## config.mk

```make
export PLATFORM = sky130hd
export DESIGN_NAME = shifter_arbiter
export DESIGN_NICKNAME = d
export VERILOG_FILES = /design/src/rtl/shifter_arbiter.sv
export SDC_FILE = /design/constraint.sdc
export NUM_CORES = 1
export LEC_CHECK = 0
export CORE_MARGIN = 2
export CORE_UTILIZATION = 24
export DETAILED_ROUTE_END_ITERATION = 10
export PLACE_DENSITY = 0.55
export SYNTH_ARGS = -nofsm -noshare
export SYNTH_HDL_FRONTEND = slang
export SYNTH_SLANG_ARGS = --single-unit
```

## constraint.sdc

```tcl
create_clock -name clk -period 6.5 [get_ports clk]
set_input_delay 1.3 -clock clk [delete_from_list [all_inputs] [get_ports clk]]
set_output_delay 1.3 -clock clk [all_outputs]
set_load 0.005 [all_outputs]
```

## src/rtl/shifter_arbiter.sv

```systemverilog
`default_nettype none
// ============================================================================
//  Module   : shifter_arbiter (with barrel_shifter_4bit)
//  Brief    : Round-robin share of one 4-bit left barrel shifter between
//             NUM_REQ valid/ready requesters, single registered result slot.
//             Optional rotate mode: define SHARB_ROTATE_EN.
//  Revision : 1.0 - initial release
// ============================================================================

module barrel_shifter_4bit (
    input  logic [3:0] i_data,
    input  logic [1:0] i_amt,
    input  logic       i_rot,
    output logic [3:0] o_data
);

    logic [3:0] w_shl;

    assign w_shl = i_data << i_amt;

`ifdef SHARB_ROTATE_EN
    logic [3:0] w_rol;

    // amt=0 shifts right by 4, which zero-fills and leaves the operand intact
    assign w_rol  = w_shl | (i_data >> (3'd4 - {1'b0, i_amt}));
    assign o_data = i_rot ? w_rol : w_shl;
`else
    logic w_unused_rot;

    assign w_unused_rot = i_rot;
    assign o_data       = w_shl;
`endif

endmodule

module shifter_arbiter #(
    parameter int NUM_REQ = 4,
    parameter int ID_W    = 2
) (
    input  logic                 clk,
    input  logic                 rst,
    input  logic [NUM_REQ-1:0]   req_valid,
    output logic [NUM_REQ-1:0]   req_ready,
    input  logic [4*NUM_REQ-1:0] req_data,
    input  logic [2*NUM_REQ-1:0] req_amt,
    input  logic [NUM_REQ-1:0]   req_rot,
    output logic                 out_valid,
    input  logic                 out_ready,
    output logic [3:0]           out_data,
    output logic [ID_W-1:0]      out_id
);

    logic               r_out_valid;
    logic [3:0]         r_out_data;
    logic [ID_W-1:0]    r_out_id;
    logic [ID_W-1:0]    r_rr_ptr;

    logic               w_slot_free;
    logic               w_grant_valid;
    logic [ID_W-1:0]    w_grant_idx;
    logic [ID_W-1:0]    w_next_ptr;
    logic [NUM_REQ-1:0] w_req_ready;
    logic [3:0]         w_sel_data;
    logic [1:0]         w_sel_amt;
    logic               w_sel_rot;
    logic [3:0]         w_shift_result;

    assign w_slot_free = !r_out_valid || out_ready;

    // Scan from the farthest candidate down to rr_ptr so the nearest valid
    // requester (searching upward with wrap) is the last one written.
    always_comb begin
        int idx;
        int nidx;
        w_grant_valid = 1'b0;
        w_grant_idx   = '0;
        w_next_ptr    = '0;
        w_req_ready   = '0;
        w_sel_data    = '0;
        w_sel_amt     = '0;
        w_sel_rot     = 1'b0;
        idx           = 0;
        nidx          = 0;
        if (!rst && w_slot_free) begin
            for (int k = NUM_REQ - 1; k >= 0; k--) begin
                idx = int'(r_rr_ptr) + k;
                if (idx >= NUM_REQ) idx = idx - NUM_REQ;
                if (req_valid[idx]) begin
                    nidx          = (idx + 1 == NUM_REQ) ? 0 : idx + 1;
                    w_grant_valid = 1'b1;
                    w_grant_idx   = ID_W'(idx);
                    w_next_ptr    = ID_W'(nidx);
                    w_sel_data    = req_data[idx*4 +: 4];
                    w_sel_amt     = req_amt[idx*2 +: 2];
                    w_sel_rot     = req_rot[idx];
                end
            end
        end
        if (w_grant_valid) w_req_ready[w_grant_idx] = 1'b1;
    end

    barrel_shifter_4bit u_shifter (
        .i_data (w_sel_data),
        .i_amt  (w_sel_amt),
        .i_rot  (w_sel_rot),
        .o_data (w_shift_result)
    );

    always_ff @(posedge clk) begin
        if (rst) begin
            r_out_valid <= 1'b0;
            r_out_data  <= '0;
            r_out_id    <= '0;
            r_rr_ptr    <= '0;
        end else if (w_grant_valid) begin
            r_out_valid <= 1'b1;
            r_out_data  <= w_shift_result;
            r_out_id    <= w_grant_idx;
            r_rr_ptr    <= w_next_ptr;
        end else if (out_ready) begin
            r_out_valid <= 1'b0;
        end
    end

    assign req_ready = w_req_ready;
    assign out_valid = r_out_valid;
    assign out_data  = r_out_data;
    assign out_id    = r_out_id;

endmodule

`default_nettype wire

```

==> results.py, run 1 <==
metrics = {
    "run_status": {
        "status": "completed",
    },
    "clock_network": {
        "clock_latency_ns": 0.23,
        "cts.clk_slew.worst_paths_ns": 0.04,
        "postCtsSetupBuffers": 0,
        "cts_root_buf": "clkbuf_8",
        "cts_max_path_buffers": 2,
        "cts_resized": 0,
        "htreeDepth": 1,
        "cts_tree": "done",
        "cts.sinks": 9,
        "cts_hold_repair.buffers": 0,
        "cts_buffers": 3,
    },
    "global_routing": {
        "grt_use_total_pct": 12.64,
        "grt_max_degree": 44,
        "antenna_found_initial": 0,
        "grt_first_pass_wirelength_um": 7872,
        "grt_pass1_vias": 1603,
        "overflow": 0,
    },
    "die": {
        "die_area_mm2": 0.007763,
        "fp-row-count": 30,
        "ios": 46,
        "start_util_pct": 24.85,
        "coreArea_mm2": 0.006832,
        "die_w_um": 88.11,
        "fp.dieH_um": 88.11,
    },
    "layout": {
        "final_cell_mix": "41 x clkdlybuf4s50_1, 16 x mux2_2, 15 x mux4_2, 15 x a21oi_1",
        "n_antenna_cell": 0,
        "drive_gt1_share_pct": 21.05,
        "multi_input_area_mm2": 0.001424,
        "final-seq-area_um2": 181.4,
        "final_nets": 271,
        "syn_to_final_growth_pct": 31.17,
        "final_common_cell": "clkdlybuf4s50_1",
        "final_area_mm2": 0.002227,
        "fill_cells": 734,
    },
    "critical_path": {
        "path_max_fanout": 10,
        "cp_data_required_time_ns": 5.20,
        "max_stage_delay_ns": 0.65,
        "critPathArrivalTime_ns": 4.00,
        "worst_setup_path_start_kind": "input pin",
        "cp.buffers_inverters": 2,
        "critical_path.endpoint_type": "output pin",
        "crit_path_top_delay_cell": "mux4_2",
        "critPathKind": "in -> out",
        "critPathTopFamily": "simple AND/OR/NAND/NOR gates",
        "path_cells": "clkdlybuf4s50_1, mux4_2, nor2_1, and3_1, nor2_1, and3_1, clkdlybuf4s50_1",
    },
    "yosys": {
        "ys.warnings.count": 0,
        "ys.flop_type": "dfxtp_1",
        "synth-seq-cells": 9,
        "synth_top_family_by_area": "multiplexers",
        "syn_nets": 233,
        "synthAdderAreaFrac_pct": 5.158,
        "yosysUniqueCellTypes": 52,
        "syn_inst": 191,
        "netlist_area_mm2": 0.001698,
        "synth_compound_area_share_pct": 27.49,
        "synth-simple-area-share_pct": 17.69,
        "synth-async-reset-ratio_pct": 0,
        "synth_xor_area_share_pct": 0,
        "syn_area_per_cell_um2": 8.889,
        "synthMuxAreaShare_pct": 33.53,
        "seq_area_frac_synth_pct": 10.61,
        "synth_enable_flop_cells": 0,
    },
    "power_and_ir_drop": {
        "power.density_mw_per_mm2": 335.7,
        "vdd_drop_max_mv": 0.08963,
        "leakagePower_nw": 0.7629,
        "switching_share_pct": 45.87,
        "p_int_mw": 0.4047,
        "power_mw": 0.7477,
        "p_seq_share_pct": 11.5,
        "comb_power_share_pct": 79.9,
        "p_clk_share_pct": 8.5,
        "switchingPower_mw": 0.3430,
    },
    "routing": {
        "first_iter_violations": 76,
        "vias_per_cell": 5.299,
        "detailedRoute.firstPassIterationCount": 4,
        "drt-total-wl_um": 4977,
        "wire_per_inst_um": 15.36,
        "drc": 0,
        "ant_nets": 0,
        "via_count": 1717,
    },
    "sta": {
        "layout_min_cycle_time_ns": 5.303,
        "fin_setup_tns_ns": 0,
        "finalCritPeriodShare_pct": 81.59,
        "setup_violations": 0,
        "worst_pin_slew_ns": 0.7863,
        "finClkSkew_ns": 0.0004407,
        "slew_headroom_pct": 46.92,
        "hold_viol_final": 0,
        "hold_ws_ns": 0.4473,
        "rsz0062_at_grt": "no",
        "drv_slew": 0,
        "max_freq_mhz": 188.6,
    },
    "placed_design": {
        "gp_congestion": 0.8448,
        "dpl_cell_area_mm2": 0.002182,
        "dp_hpwl_um": 3711,
        "io_buffer_count": 41,
    },
    "worst_hold_path": {
        "hold_path_class": "reg -> reg",
    },
    "flow_run": {
        "cap_viol_max_count": 0,
    },
}
path summary, 6_finish.rpt:
check                                  start           end  slack (ns)  cells after the start
worst min register to register     out_id[0]     out_id[0]        0.45                      2
worst min-delay path               out_id[0]     out_id[0]        0.45                      2
worst max-delay path            req_valid[1]  req_ready[2]        1.20                      7
worst max register to register   r_rr_ptr[1]   out_data[3]        2.66                     10
through the flow:
stage               instances  worst slack (ns)  util (%)
finish                    324             1.197     32.60
detailed placement        320             1.222     31.94
CTS                       324             1.218     32.60
global route              324            0.9647     32.60
global placement          320             1.228     31.94
floorplan                 191             2.177         -
synth_stat cells (all sizes together) (3+ instances only):
cell | number | share of area [%]
a211oi | 5 | 2.2
a21oi | 15 | 4.4
a221oi | 4 | 2.1
a22oi | 7 | 3.1
and3 | 3 | 1.1
buf | 8 | 3.5
clkbuf | 3 | 0.66
dfxtp | 9 | 11
ha | 7 | 5.2
inv | 5 | 1.1
mux2 | 17 | 11
mux2i | 4 | 2.4
mux4 | 15 | 20
nand2 | 15 | 3.5
nand2b | 7 | 2.6
nor2 | 14 | 3.1
nor3 | 6 | 1.8
nor4 | 3 | 2.0
o21ai | 9 | 2.7
o22ai | 3 | 1.1
worst register-to-register path, cell delays in order, from the launching register on:
cell and delay [ns]:
dfxtp_1 0.30, buf_4 0.27, inv_1 0.26, ha_1 0.71
mux4_2 0.71, nor2_1 0.42, and3_1 0.30, nand2b_1 0.25
nand3_1 0.12, nor4b_1 0.16, a311oi_1 0.25
sequential cells by signal, indices dropped and copies added, names as in the netlist:
signal and cells:
out_valid 1, out_data 4, r_rr_ptr 2, out_id 2
kinds of logic (layout without fill, tap and decap cells):
logic type / count (synthesis) / after routing
compound gates: 65 / 65
fa+ha+maj: 7 / 7
buf+inv: 17 / 54
flops: 9 / 9
mux: 36 / 36
simple gates: 57 / 57
layer usage:
layer / up-vias / wire length [um] / track usage (%)
li1: 839 / - / -
met1: 843 / 2317 / 16.90
met2: 35 / 2457 / 22.73
met3: 0 / 202 / 1.414
met4: 0 / 0 / 1.240
met5: - / 0 / 0
layout make-up:
class,count,area share [%]
Inverter,6,1.067
Multi-Input combinational cell,165,63.93
Timing Repair Buffer,44,19.44
Tap cell,96,5.393
Clock buffer,4,2.022
Sequential cell,9,8.146
power groups by stage:
stage | Sequential, mW | Combinational, mW | Clock (mW)
4_1_cts | 0.0865 | 0.600 | 0.0655
2_1_floorplan | 0.0929 | 0.443 | 0
3_3_place_gp | 0.0880 | 0.594 | 0
5_1_grt | 0.0876 | 0.655 | 0.0702
3_5_place_dp | 0.0875 | 0.596 | 0
6_report | 0.0863 | 0.598 | 0.0638
Note: power is estimated with default switching activity, not from simulation.
==> run 2: changes to the inputs <==
==> constraint.sdc (replaced) <==
create_clock -name clk -period 5.55 [get_ports clk]
set_input_delay 1.11 -clock clk [delete_from_list [all_inputs] [get_ports clk]]
set_output_delay 1.11 -clock clk [all_outputs]
set_load 0.005 [all_outputs]
==> results.py, run 2 (synthesis gave the netlist of run 1 again) <==
metrics = {
    "run_status": {
        "status": "completed",
    },
    "sta": {
        "slew_headroom_pct": 46.97,
        "layout_min_cycle_time_ns": 4.942,
        "rsz0062_at_grt": "no",
        "drv_slew": 0,
        "finClkSkew_ns": 0.003382,
        "worst_pin_slew_ns": 0.7855,
        "fin_setup_tns_ns": 0,
        "hold_viol_final": 0,
        "finalCritPeriodShare_pct": 89.04,
        "max_freq_mhz": 202.4,
        "setup_violations": 0,
    },
    "power_and_ir_drop": {
        "leakagePower_nw": 0.7656,
        "power.density_mw_per_mm2": 395.2,
        "vdd_drop_max_mv": 0.1036,
    },
    "clock_network": {
        "postCtsSetupBuffers": 0,
        "cts_resized": 0,
        "cts_tree": "done",
        "cts_hold_repair.buffers": 0,
        "cts_root_buf": "clkbuf_8",
        "htreeDepth": 1,
        "cts_max_path_buffers": 2,
        "cts.clk_slew.worst_paths_ns": 0.05,
        "cts.sinks": 9,
        "clock_latency_ns": 0.24,
        "cts_buffers": 3,
    },
    "critical_path": {
        "critical_path.endpoint_type": "output pin",
        "path_max_fanout": 8,
        "critPathKind": "in -> out",
        "critPathArrivalTime_ns": 3.83,
        "worst_setup_path_start_kind": "input pin",
        "cp_data_required_time_ns": 4.44,
    },
    "global_routing": {
        "grt_pass1_vias": 1667,
        "grt_max_degree": 44,
        "antenna_found_initial": 0,
        "grt_use_total_pct": 13.01,
        "overflow": 0,
        "grt_first_pass_wirelength_um": 8052,
    },
    "die": {
        "fp.dieH_um": 88.11,
        "ios": 46,
        "start_util_pct": 24.85,
        "die_w_um": 88.11,
        "coreArea_mm2": 0.006832,
        "fp-row-count": 30,
        "die_area_mm2": 0.007763,
    },
    "layout": {
        "final_nets": 271,
        "final_cell_mix": "41 x clkdlybuf4s50_1, 16 x mux2_2, 15 x mux4_2, 15 x a21oi_1",
        "drive_gt1_share_pct": 21.49,
        "largest_reg_flops": 4,
        "syn_to_final_growth_pct": 31.25,
        "final_common_cell": "clkdlybuf4s50_1",
        "n_antenna_cell": 0,
        "final_core_util_pct": 32.62,
    },
    "flow_run": {
        "cap_viol_max_count": 0,
    },
    "routing": {
        "drt-total-wl_um": 4994,
        "ant_nets": 0,
        "via_count": 1771,
        "first_iter_violations": 89,
        "detailedRoute.firstPassIterationCount": 4,
        "wire_per_inst_um": 15.41,
        "vias_per_cell": 5.466,
        "drc": 0,
    },
    "placed_design": {
        "dp_hpwl_um": 3707,
        "io_buffer_count": 41,
        "gp_congestion": 0.8258,
    },
    "worst_hold_path": {
        "hold_path_class": "reg -> reg",
    },
}
==> run 2: changes by cell type in the layout (fill, tap and decap cells not counted), sizes merged <==
cell and change:
clkbuf -1, clkinv +1
==> run 2: final cells by class <==
type / instances / area, um2
inverter: 6 / 23.77
tap: 96 / 120.1
clock buffer: 3 / 41.29
multi-input combinational: 165 / 1424
clock inverter: 1 / 5.005
timing repair buffer: 44 / 432.9
sequential: 9 / 181.4
fill: 742 / 4603
==> run 2: through the flow <==
| step | hold slack [ns] | power [mW] | worst slack (ns) | instances | instance area, um2 |
|---|---|---|---|---|---|
| finish | 0.4461 | 0.8807 | 0.6085 | 324 | 2228 |
| floorplan | 0.4388 | 0.6276 | 1.417 | 191 | 1698 |
| detailed placement | 0.4388 | 0.8013 | 0.6482 | 320 | 2182 |
| global route | 0.4842 | 0.9603 | 0.4519 | 324 | 2228 |
| global placement | 0.4398 | 0.8010 | 0.6512 | 320 | 2182 |
| CTS | 0.4506 | 0.8852 | 0.6424 | 324 | 2228 |
==> run 2: worst paths after layout <==
path | end | cells after the start | start | slack (ns)
setup reg to reg | out_data[3] | 9 | r_rr_ptr[1] | 2.07
hold reg to reg | out_id[0] | 2 | out_id[0] | 0.45
hold / removal | out_id[0] | 2 | out_id[0] | 0.45
setup / recovery | req_ready[2] | 8 | req_valid[1] | 0.61
==> run 2: power breakdown <==
group          leakage [nW]  switching, mW  internal [mW]
clock                0.0255         0.0284         0.0491
sequential           0.0750         0.0128         0.0894
combinational         0.665          0.366          0.334
total                 0.766          0.408          0.473
==> run 2: critical path, cell delays in order <==
cell             delay, ns
clkdlybuf4s50_1       0.57
mux2_2                0.35
mux2i_1               0.25
nand2b_1              0.20
a211oi_1              0.08
o21ai_0               0.52
and3_1                0.25
clkdlybuf4s50_1       0.50
==> run 2: per-layer routing <==
| layer | up-vias | share of wire (%) | track usage [%] |
|---|---|---|---|
| li1 | 844 | - | - |
| met1 | 876 | 46 | 17.25 |
| met2 | 45 | 48 | 22.73 |
| met3 | 6 | 4.8 | 1.508 |
| met4 | 0 | 1.2 | 2.893 |
| met5 | - | 0 | 0 |
==> run 3: changes to the inputs <==
--- a/config.mk
+++ b/config.mk
@@ -8,7 +8,9 @@
 export CORE_MARGIN = 2
 export CORE_UTILIZATION = 24
 export DETAILED_ROUTE_END_ITERATION = 10
-export PLACE_DENSITY = 0.55
+export GPL_ROUTABILITY_DRIVEN = 0
+export PLACE_DENSITY = 0.44
+export SLEW_MARGIN = 15
 export SYNTH_ARGS = -nofsm -noshare
 export SYNTH_HDL_FRONTEND = slang
 export SYNTH_SLANG_ARGS = --single-unit
==> results.py, run 3 (synthesis gave the netlist of run 1 again) <==
metrics = {
    "routing": {
        "detailedRoute.firstPassIterationCount": 4,
        "ant_nets": 0,
        "drc": 0,
        "drt-total-wl_um": 5228,
        "via_count": 1725,
        "first_iter_violations": 108,
        "wire_per_inst_um": 16.09,
        "vias_per_cell": 5.308,
    },
    "sta": {
        "max_freq_mhz": 204.5,
        "fin_setup_tns_ns": 0,
        "setup_violations": 0,
        "rsz0062_at_grt": "no",
        "hold_viol_final": 0,
        "drv_slew": 0,
        "worst_pin_slew_ns": 0.7480,
        "finalCritPeriodShare_pct": 88.10,
        "finClkSkew_ns": 0.002832,
        "layout_min_cycle_time_ns": 4.889,
        "slew_headroom_pct": 49.50,
        "hold_ws_ns": 0.4460,
    },
    "layout": {
        "final_core_util_pct": 32.71,
        "instances_no_fill": 325,
        "final_nets": 272,
        "syn_to_final_growth_pct": 31.61,
        "final_cell_mix": "41 x clkdlybuf4s50_1, 16 x mux2_2, 15 x mux4_2, 15 x a21oi_1",
        "largest_reg_flops": 4,
        "n_antenna_cell": 0,
        "drive_gt1_share_pct": 21.40,
        "final_common_cell": "clkdlybuf4s50_1",
    },
    "clock_network": {
        "cts_buffers": 3,
        "cts_max_path_buffers": 2,
        "cts_hold_repair.buffers": 0,
        "cts_root_buf": "clkbuf_8",
        "cts.clk_slew.worst_paths_ns": 0.04,
        "cts_resized": 0,
        "htreeDepth": 1,
        "cts_tree": "done",
        "cts.sinks": 9,
        "postCtsSetupBuffers": 0,
        "clock_latency_ns": 0.23,
    },
    "critical_path": {
        "path_max_fanout": 8,
        "max_stage_delay_ns": 0.55,
        "critPathTopFamily": "buffers and inverters",
        "cp.buffers_inverters": 2,
        "cp_data_required_time_ns": 4.44,
        "crit_path_top_delay_cell": "clkdlybuf4s50_1",
        "cpMostUsedCell": "clkdlybuf4s50_1",
        "path_cells": "clkdlybuf4s50_1, mux2_2, mux2i_1, nand2b_1, a211oi_1, o21ai_0, and3_1, clkdlybuf4s50_1",
        "worst_setup_path_start_kind": "input pin",
        "critical_path.endpoint_type": "output pin",
        "critPathKind": "in -> out",
        "critPathArrivalTime_ns": 3.78,
    },
    "global_routing": {
        "overflow": 0,
        "grt_first_pass_wirelength_um": 8562,
        "grt_use_total_pct": 13.96,
        "grt_max_degree": 44,
        "grt_pass1_vias": 1696,
        "antenna_found_initial": 0,
    },
    "die": {
        "die_area_mm2": 0.007763,
        "start_util_pct": 24.85,
        "die_w_um": 88.11,
        "fp-row-count": 30,
        "ios": 46,
        "fp.dieH_um": 88.11,
        "coreArea_mm2": 0.006832,
    },
    "power_and_ir_drop": {
        "power.density_mw_per_mm2": 395.6,
        "vdd_drop_max_mv": 0.1201,
        "leakagePower_nw": 0.7673,
    },
    "worst_hold_path": {
        "hold_path_class": "reg -> reg",
    },
    "placed_design": {
        "io_buffer_count": 41,
        "dp_cells": 321,
        "dp_hpwl_um": 3916,
    },
    "run_status": {
        "status": "completed",
    },
    "flow_run": {
        "cap_viol_max_count": 0,
    },
}
[run 3: changes by cell type in the layout (fill, tap and decap cells not counted)]
| cell | previous run | this run |
|---|---|---|
| buf_4 | 3 | 4 |
| clkbuf_1 | 0 | 1 |
| clkinv_2 | 2 | 1 |
[run 3: stage by stage]
stage / power, mW / instance area [um2] / setup slack, ns
finish: 0.8840 / 2235 / 0.6606
global route: 0.9720 / 2235 / 0.3775
CTS: 0.8936 / 2235 / 0.6393
detailed placement: 0.8118 / 2190 / 0.6667
global placement: 0.8177 / 2190 / 0.6690
floorplan: 0.6276 / 1698 / 1.417
[run 3: power by group]
part	leakage (nW)	switching, mW	total (mW)	internal (mW)
Sequential	0.0750	0.0118	0.101	0.0894
Combinational	0.670	0.371	0.708	0.337
Clock	0.0228	0.0252	0.0751	0.0500
[run 3: worst paths after layout]
| kind | from | end | slack, ns | depth (start not counted) |
|---|---|---|---|---|
| worst max-delay path | req_valid[1] | req_ready[2] | 0.66 | 8 |
| worst min-delay path | out_id[0] | out_id[0] | 0.45 | 2 |
| worst max register to register | r_rr_ptr[0] | out_data[3] | 2.47 | 9 |
| worst min register to register | out_id[0] | out_id[0] | 0.45 | 2 |
[run 3: layout make-up]
| class | count | area, um2 |
|---|---|---|
| tap | 96 | 120.1 |
| timing repair buffer | 45 | 440.4 |
| clock buffer | 4 | 45.04 |
| inverter | 6 | 23.77 |
| sequential | 9 | 181.4 |
| multi-input combinational | 165 | 1424 |
| fill | 752 | 4597 |
[run 3: metal layers]
layer  vias to the layer above  global-route usage (%)  routed length [um]
met5                         -                       0                   0
met2                        32                   23.35                2501
met4                         0                   1.240                   0
met3                         0                   1.697                 187
met1                       843                   20.08                2539
li1                        850                       -                   -
[run 3: worst reg2reg max path, cell delays in order (launching register included)]
cell	delay, ns
dfxtp_2	0.32
inv_2	0.09
ha_1	0.47
mux4_2	0.67
nor2_1	0.37
and3_1	0.29
nand2b_1	0.25
nand3_1	0.13
nor4b_1	0.16
a311oi_1	0.22
